[config.mk]
export PLATFORM = sky130hd
export DESIGN_NAME = count_driver
export DESIGN_NICKNAME = d
export VERILOG_FILES = /design/src/rtl/count_driver.sv
export SDC_FILE = /design/constraint.sdc
export NUM_CORES = 1
export LEC_CHECK = 0
export ABC_AREA = 1
export ABC_CLOCK_PERIOD_IN_PS = 3100
export CAP_MARGIN = 5
export CORE_ASPECT_RATIO = 1.2
export CORE_MARGIN = 4
export CORE_UTILIZATION = 45
export DETAILED_ROUTE_END_ITERATION = 7
export PLACE_DENSITY_LB_ADDON = 0.15
export SETUP_SLACK_MARGIN = 0.02
export SYNTH_ARGS = -nofsm -noshare
export SYNTH_HDL_FRONTEND = slang
export SYNTH_SLANG_ARGS = --single-unit
[constraint.sdc]
create_clock -name clk -period 3.1 [get_ports clk]
set_input_delay 0.465 -clock clk [delete_from_list [all_inputs] [get_ports clk]]
set_output_delay 0.465 -clock clk [all_outputs]
set_load 0.1 [all_outputs]
[src/rtl/count_driver.sv]
// Step sequencer for a loadable up/down position counter: walks a shadow
// position toward a target at a programmable rate and forwards explicit loads.
module count_driver #(
    parameter int unsigned W  = 10,
    parameter int unsigned RW = 8
) (
    input  logic          clk,
    input  logic          rst_n,
    input  logic          i_start,
    input  logic [W-1:0]  i_target,
    input  logic [RW-1:0] i_rate,
    input  logic          i_abort,
    input  logic          i_pos_ld,
    input  logic [W-1:0]  i_pos_d,
    output logic          o_up,
    output logic          o_dw,
    output logic          o_ld,
    output logic [W-1:0]  o_d,
    output logic          o_ce,
    output logic          o_busy,
    output logic          o_done,
    output logic [W-1:0]  o_pos
);

    typedef enum logic {
        S_IDLE = 1'b0,
        S_RUN  = 1'b1
    } state_t;

    state_t        r_state, w_state_nxt;
    logic [W-1:0]  r_tgt, w_tgt_nxt;
    logic [RW-1:0] r_rcfg, w_rcfg_nxt;
    logic [RW-1:0] r_cnt, w_cnt_nxt;
    logic [W-1:0]  r_pos, w_pos_nxt;
    logic [W-1:0]  r_d, w_d_nxt;
    logic          r_up, w_up_nxt;
    logic          r_dw, w_dw_nxt;
    logic          r_ld, w_ld_nxt;
    logic          r_ce;
    logic          r_done, w_done_nxt;
    logic          r_busy;

    // State and output registers
    always_ff @(posedge clk or negedge rst_n) begin
        if (!rst_n) begin
            r_state <= S_IDLE;
            r_tgt   <= '0;
            r_rcfg  <= '0;
            r_cnt   <= '0;
            r_pos   <= '0;
            r_d     <= '0;
            r_up    <= 1'b0;
            r_dw    <= 1'b0;
            r_ld    <= 1'b0;
            r_ce    <= 1'b0;
            r_done  <= 1'b0;
            r_busy  <= 1'b0;
        end else begin
            r_state <= w_state_nxt;
            r_tgt   <= w_tgt_nxt;
            r_rcfg  <= w_rcfg_nxt;
            r_cnt   <= w_cnt_nxt;
            r_pos   <= w_pos_nxt;
            r_d     <= w_d_nxt;
            r_up    <= w_up_nxt;
            r_dw    <= w_dw_nxt;
            r_ld    <= w_ld_nxt;
            r_ce    <= w_up_nxt | w_dw_nxt | w_ld_nxt;
            r_done  <= w_done_nxt;
            r_busy  <= (w_state_nxt == S_RUN);
        end
    end

    // Next-state and pulse decode; abort outranks load, load outranks start
    always_comb begin
        w_state_nxt = r_state;
        w_tgt_nxt   = r_tgt;
        w_rcfg_nxt  = r_rcfg;
        w_cnt_nxt   = r_cnt;
        w_pos_nxt   = r_pos;
        w_d_nxt     = r_d;
        w_up_nxt    = 1'b0;
        w_dw_nxt    = 1'b0;
        w_ld_nxt    = 1'b0;
        w_done_nxt  = 1'b0;

        case (r_state)
            S_IDLE: begin
                if (i_abort) begin
                    w_state_nxt = S_IDLE;
                end else if (i_pos_ld) begin
                    w_pos_nxt = i_pos_d;
                    w_d_nxt   = i_pos_d;
                    w_ld_nxt  = 1'b1;
                end else if (i_start) begin
                    if (i_target == r_pos) begin
                        w_done_nxt = 1'b1;
                    end else begin
                        w_tgt_nxt   = i_target;
                        w_rcfg_nxt  = i_rate;
                        w_cnt_nxt   = i_rate;
                        w_state_nxt = S_RUN;
                    end
                end
            end

            S_RUN: begin
                if (i_abort) begin
                    w_state_nxt = S_IDLE;
                end else if (r_cnt != '0) begin
                    w_cnt_nxt = r_cnt - RW'(1);
                end else begin
                    // Direction comes from magnitude compare, so pos never wraps
                    w_cnt_nxt = r_rcfg;
                    if (r_tgt > r_pos) begin
                        w_up_nxt  = 1'b1;
                        w_pos_nxt = r_pos + W'(1);
                    end else if (r_tgt < r_pos) begin
                        w_dw_nxt  = 1'b1;
                        w_pos_nxt = r_pos - W'(1);
                    end
                    if (w_pos_nxt == r_tgt) begin
                        w_done_nxt  = 1'b1;
                        w_state_nxt = S_IDLE;
                    end
                end
            end

            default: w_state_nxt = S_IDLE;
        endcase
    end

    assign o_up   = r_up;
    assign o_dw   = r_dw;
    assign o_ld   = r_ld;
    assign o_d    = r_d;
    assign o_ce   = r_ce;
    assign o_busy = r_busy;
    assign o_done = r_done;
    assign o_pos  = r_pos;

endmodule

Word level (Yosys, flattened, before mapping)
Index checks and enable logic that the tools add are counted.
{ "word_totals": {"ff_bits": 52, "word_cells": 81, "inputBits": 33, "output_inout_bits": 26} }
{ "classes": {"n_mux": 45, "n_bitwise": 6, "add_sub_neg": 3, "eq_ne": 9, "reduce_logical": 5, "order_cmp": 2} }
{ "ops": {"columns": ["op", "count"], "rows": [
  ["2-to-1 mux 10 bit", 9],
  ["2-to-1 mux 8 bit", 6],
  ["2-to-1 mux 1 bit", 26],
  ["== test 10 bit", 2],
  ["case mux 10 bit (2 select lines)", 1],
  ["case mux 8 bit (2 select lines)", 1],
  ["!= test 2 bit (second input constant)", 7],
  ["adder 10 x 1 -> 10 bit (second input constant)", 1],
  ["greater-than comparator 10 bit", 1],
  ["less-than comparator 10 bit", 1],
  ["AND reduction 5 bit", 2],
  ["subtractor 10 x 1 -> 10 bit (second input constant)", 1],
  ["nonzero test 8 bit", 1],
  ["subtractor 8 x 1 -> 8 bit (second input constant)", 1],
  ["inverter 1 bit", 4],
  ["case mux 1 bit (2 select lines)", 2],
  ["AND reduction 4 bit", 1],
  ["AND reduction 3 bit", 1],
  ["bitwise OR 1 bit", 2]
]} }

Logic depth before layout (Yosys ltp)
{ "logic_depth": {"depth_word": 11, "ltp_mapped": 21, "ltp_nobuf": 20} }

Worst setup path after synthesis
OpenSTA, ideal clock, no wires.
{ "synth_path": {"kind": "reg-to-reg", "start": "reg r_pos[5] (netlist: o_pos[5])", "end": "reg r_busy (netlist: o_busy)", "synth_period_minus_slack_ns": 3.044, "stages_incl_launch_ff": 21, "n_path_buf": 2, "setup_ns": 0.120, "t_arrival_ns": 2.925, "required_ns": 2.980, "setup_slack_ns": 0.056, "cell_sequence": "dfrtp_1 > buf_2 > inv_1 > ha_1 > nand2_2 > inv_1 > nand2_1 > nand2_1 > nand2_1 > nand3_4 > buf_6 > nand2_1 > nand2_1 > nand3_1 > nand2_1 > nor2_1 > nand2_1 > nor2_1 > nand3_1 > nand2_1 > nand2_1"} }
{ "synth_between": {"elab_chain_len": 11, "word_cells_on_any_way": 19, "cone_classes": "add/sub: 2; order compare: 2; eq/ne: 2; mux: 13"} }
{ "synth_rtl": {"columns": ["item", "line_no", "source"], "rows": [
  ["from (decl)", "34", "logic [W-1:0] r_pos, w_pos_nxt;"],
  ["from (signal assigned)", "63", "r_pos <= w_pos_nxt;"],
  ["subtractor 10 x 1 -> 10 bit or less-than comparator 10 bit (tied branches)", "120, 118", null],
  ["2-to-1 mux 10 bit", "118", "end else if (r_tgt < r_pos) begin"],
  ["2-to-1 mux 10 bit", "115", "if (r_tgt > r_pos) begin"],
  ["2-to-1 mux 10 bit", "110", "end else if (r_cnt != '0) begin"],
  ["2-to-1 mux 10 bit", "108", "if (i_abort) begin"],
  ["2-to-1 mux 10 bit", "87", "case (r_state)"],
  ["== test 10 bit", "122", "if (w_pos_nxt == r_tgt) begin"],
  ["2-to-1 mux 1 bit", "122", null],
  ["2-to-1 mux 1 bit", "110", null],
  ["2-to-1 mux 1 bit", "108", null],
  ["case mux 1 bit (2 select lines) (*)", "87", null],
  ["net w_state_nxt", "30", "state_t r_state, w_state_nxt;"],
  ["to (signal assigned)", "70", "r_busy <= (w_state_nxt == S_RUN);"],
  ["to (decl)", "41", "logic r_busy;"]
]} }
Mark *: on every way through the listed nets, which the timed path passes. The rest lies on a longest branch. The select of a mux whose other input is x is not followed.
A chain may end at the register's enable or synchronous reset.

Final worst setup path
Ends and elaborated chain as after synthesis.

==> run metrics <==
outcome=finished clean; top cell type's share of synthesized area=a little over a third; total CTS buffers=5; Die Ht=107 um; HP Class=primary input to async pin; Min Hold Slack=0.218 ns; Critical Path Start Type=flip-flop; largest net degree at the start of global routing=34; fmax=365 MHz; nets=655; FILL cells=between 700 and 800; Sum Neg Setup Slack=0 ns; most common cell after layout, fill and taps aside=nand2_1; Global Route met1 Usage=between 20% and 30%; initial antenna violation count=0; Area Growth Syn to Fin=20.4%; Total Wirelength=between 10000 and 15000 um; RePlAce Congestion=0.920; Max-cap violations=0; total number of yosys warnings=0; final non-filler cell total=701; Final Cycle Share=about nine tenths; library cells used by synthesis=35; GRT met2 Usage=38.7%; postcts setup bufs=0; Max-Slew Margin vs Limit=between 40 and 50%; Setup CP Type=flip-flop to flip-flop; grt total ovfl=0; unrepaired setup endpoints after global routing=no; Critical Path RT=3.30 ns; final antenna-violating net count=0; Pwr per Cell Area=~740 nW/um^2; post-synthesis sequential area ratio=roughly a third; # resized after CTS=0; net count after synthesis=591; hpwl dp=8530 um; final hold violation count=0; commonest non-fill, non-tap cells in the layout=nand2_1 (182), inv_1 (71), dfrtp_1 (51); M3 GR Usage=4.07%; Max Root-Sink Buffers=2; IO Port Bufs=58; layout cell share with drive strength beyond 1=13.0%; worst endpoint data arrival time=2.94 ns; synthesized flop and latch total=52; Worst-path clk slew=0.10 ns; Tmin final=2.74 ns; CP max stage delay=0.47 ns; Mapped Area=3690 um^2; Register Area=1300 um^2; via count=3711; TritonRoute pass-1 iters=5; Die ar.=9720 um^2; crit end category=flip-flop; row count=35; syn_area_per_cell=6.79 um^2; diodes inserted=0; Mapped Cells=about 540; Ports=59; Worst path slowest cell=dfrtp_2; # H-tree levels=2; vias in the first global route=~3600; area of the multi-input gates=about 2000 um^2; area leader, netlist=dfrtp_1; Primary FF master, synth=dfrtp_1; busiest layer in global routing=met2; WL/cell=15.3 um; total track usage=about 23%; TritonCTS sink count=52; VDD IR max=between 0.3 and 0.4 mV; final max-slew violation count=0; Starting DRT DRC Count=between 200 and 300; first-pass GRT wire length=around 18000 um; DRC=0; CTS tree=yes; Tot Pwr=between 0.003 and 0.004 W; Core Box Area=7840 um^2; clock root buffer=clkbuf_8; hold_buf cts=0; CP Cell Sequence=inv_1, ha_1, nand2_2, inv_1, nand2_1, nand2_1, nand2_1, nand3_4, nand2_4, inv_2, o21ai_1, nand2_1, nand2_1, nand3_1, nor2_1, nand3_1, nand2_1, nand2_1; number of enable flip-flop cells after synthesis=0; FFs w/ async S/R, synth=100%; dpl cells=693; Worst-Skew Late Latency=approximately 0.31 ns; die width=90.7 um; Setup violations, final=0; Initial Util=between 40% and 50%; most frequent CP cell=nand2_1; CP Max Fanout=17; measured slew at the worst slew-check pin=0.758 ns; routed vias/inst=5.29; top post-synthesis cells by area=dfrtp_1 (35%), nand2_1 (19%), inv_1 (7.2%); leak pwr=2.33 nW; clk_skew=0.0114 ns
-- final timing paths --
kind / from / endpoint / slack, ns / cells after the start
min in group clk: o_d[6] / o_d[6] / 0.48 / 2
setup reg to reg: o_pos[5] / o_busy / 0.36 / 18
max in group asynchronous: rst_n / r_cnt[2] / 2.12 / 2
hold / removal: rst_n / o_d[6] / 0.22 / 1
hold reg to reg: o_d[6] / o_d[6] / 0.48 / 2
setup / recovery: o_pos[5] / o_busy / 0.36 / 18
-- worst max-delay path, delay by kind of cell, from the launching register on --
family | cells | cell delay (ns)
adder cells (fa/ha/maj) | 1 | 0.30
flip-flops | 1 | 0.47
AO/OA/AOI/OAI | 1 | 0.14
AND/OR/NAND/NOR | 13 | 1.35
buffers and inverters | 3 | 0.36
-- power breakdown --
| group | switching [W] | internal, W |
|---|---|---|
| logic | 0.00140 | 0.000587 |
| registers | 0.000129 | 0.000808 |
| clock network | 0.000227 | 0.000161 |
-- layout make-up --
| cell class | instances | share of cell area, % |
|---|---|---|
| timing repair buffer | 77 | 14.7 |
| sequential | 52 | 29.3 |
| multi-input combinational | 398 | 45.2 |
| inverter | 74 | 6.25 |
| clock inverter | 2 | 0.366 |
| tap | 92 | 2.59 |
| clock buffer | 6 | 1.63 |
-- cells in the mapped netlist (3+ instances only) --
| cell type | number |
|---|---|
| inv_1 | 71 |
| nand3_2 | 3 |
| o22ai_1 | 8 |
| a21oi_1 | 22 |
| o21ai_1 | 8 |
| dfrtp_1 | 52 |
| o21ai_0 | 43 |
| xor2_1 | 7 |
| clkbuf_1 | 8 |
| inv_2 | 3 |
| ha_1 | 14 |
| nand4_1 | 12 |
| nor2_1 | 35 |
| nand3_1 | 33 |
| nand2_1 | 182 |
| buf_2 | 7 |
| nand2_2 | 6 |
| buf_4 | 3 |
-- per-stage QoR --
stage / setup slack [ns] / util (%) / cell area, um^2
3_5_place_dp: 0.198 / 55.5 / 4350
2_1_floorplan: 0.0555 / - / 3690
3_3_place_gp: 0.389 / 55.5 / 4350
5_1_grt: 0.0906 / 56.7 / 4450
4_1_cts: 0.198 / 56.6 / 4440
6_report: 0.363 / 56.7 / 4450
-- cells by family (layout without fill, tap and decap cells) --
group,Yosys count,in the layout,share of synthesized area [%]
AOI/OAI and AO/OA,90,90,13.1
xor gates and xnor gates,9,9,2.13
adders and majority gates,14,14,4.74
buffers and inverters,94,159,10.5
DFF,52,52,35.2
muxes,1,1,0.305
and+or+nand+nor,284,284,33.9
-- sequential cells by signal (all words and copies together) (netlist names), 8 cells and up --
register	count
o_d	10
o_pos	10
r_cnt	8
r_rcfg	8
r_tgt	10
-- per-layer routing --
layer,wire length (um),vias up
met3,739,30
met5,0,-
li1,-,1872
met1,4580,1685
met4,316,0
met2,5110,124
No activity file was read; power rests on OpenSTA's default activity.
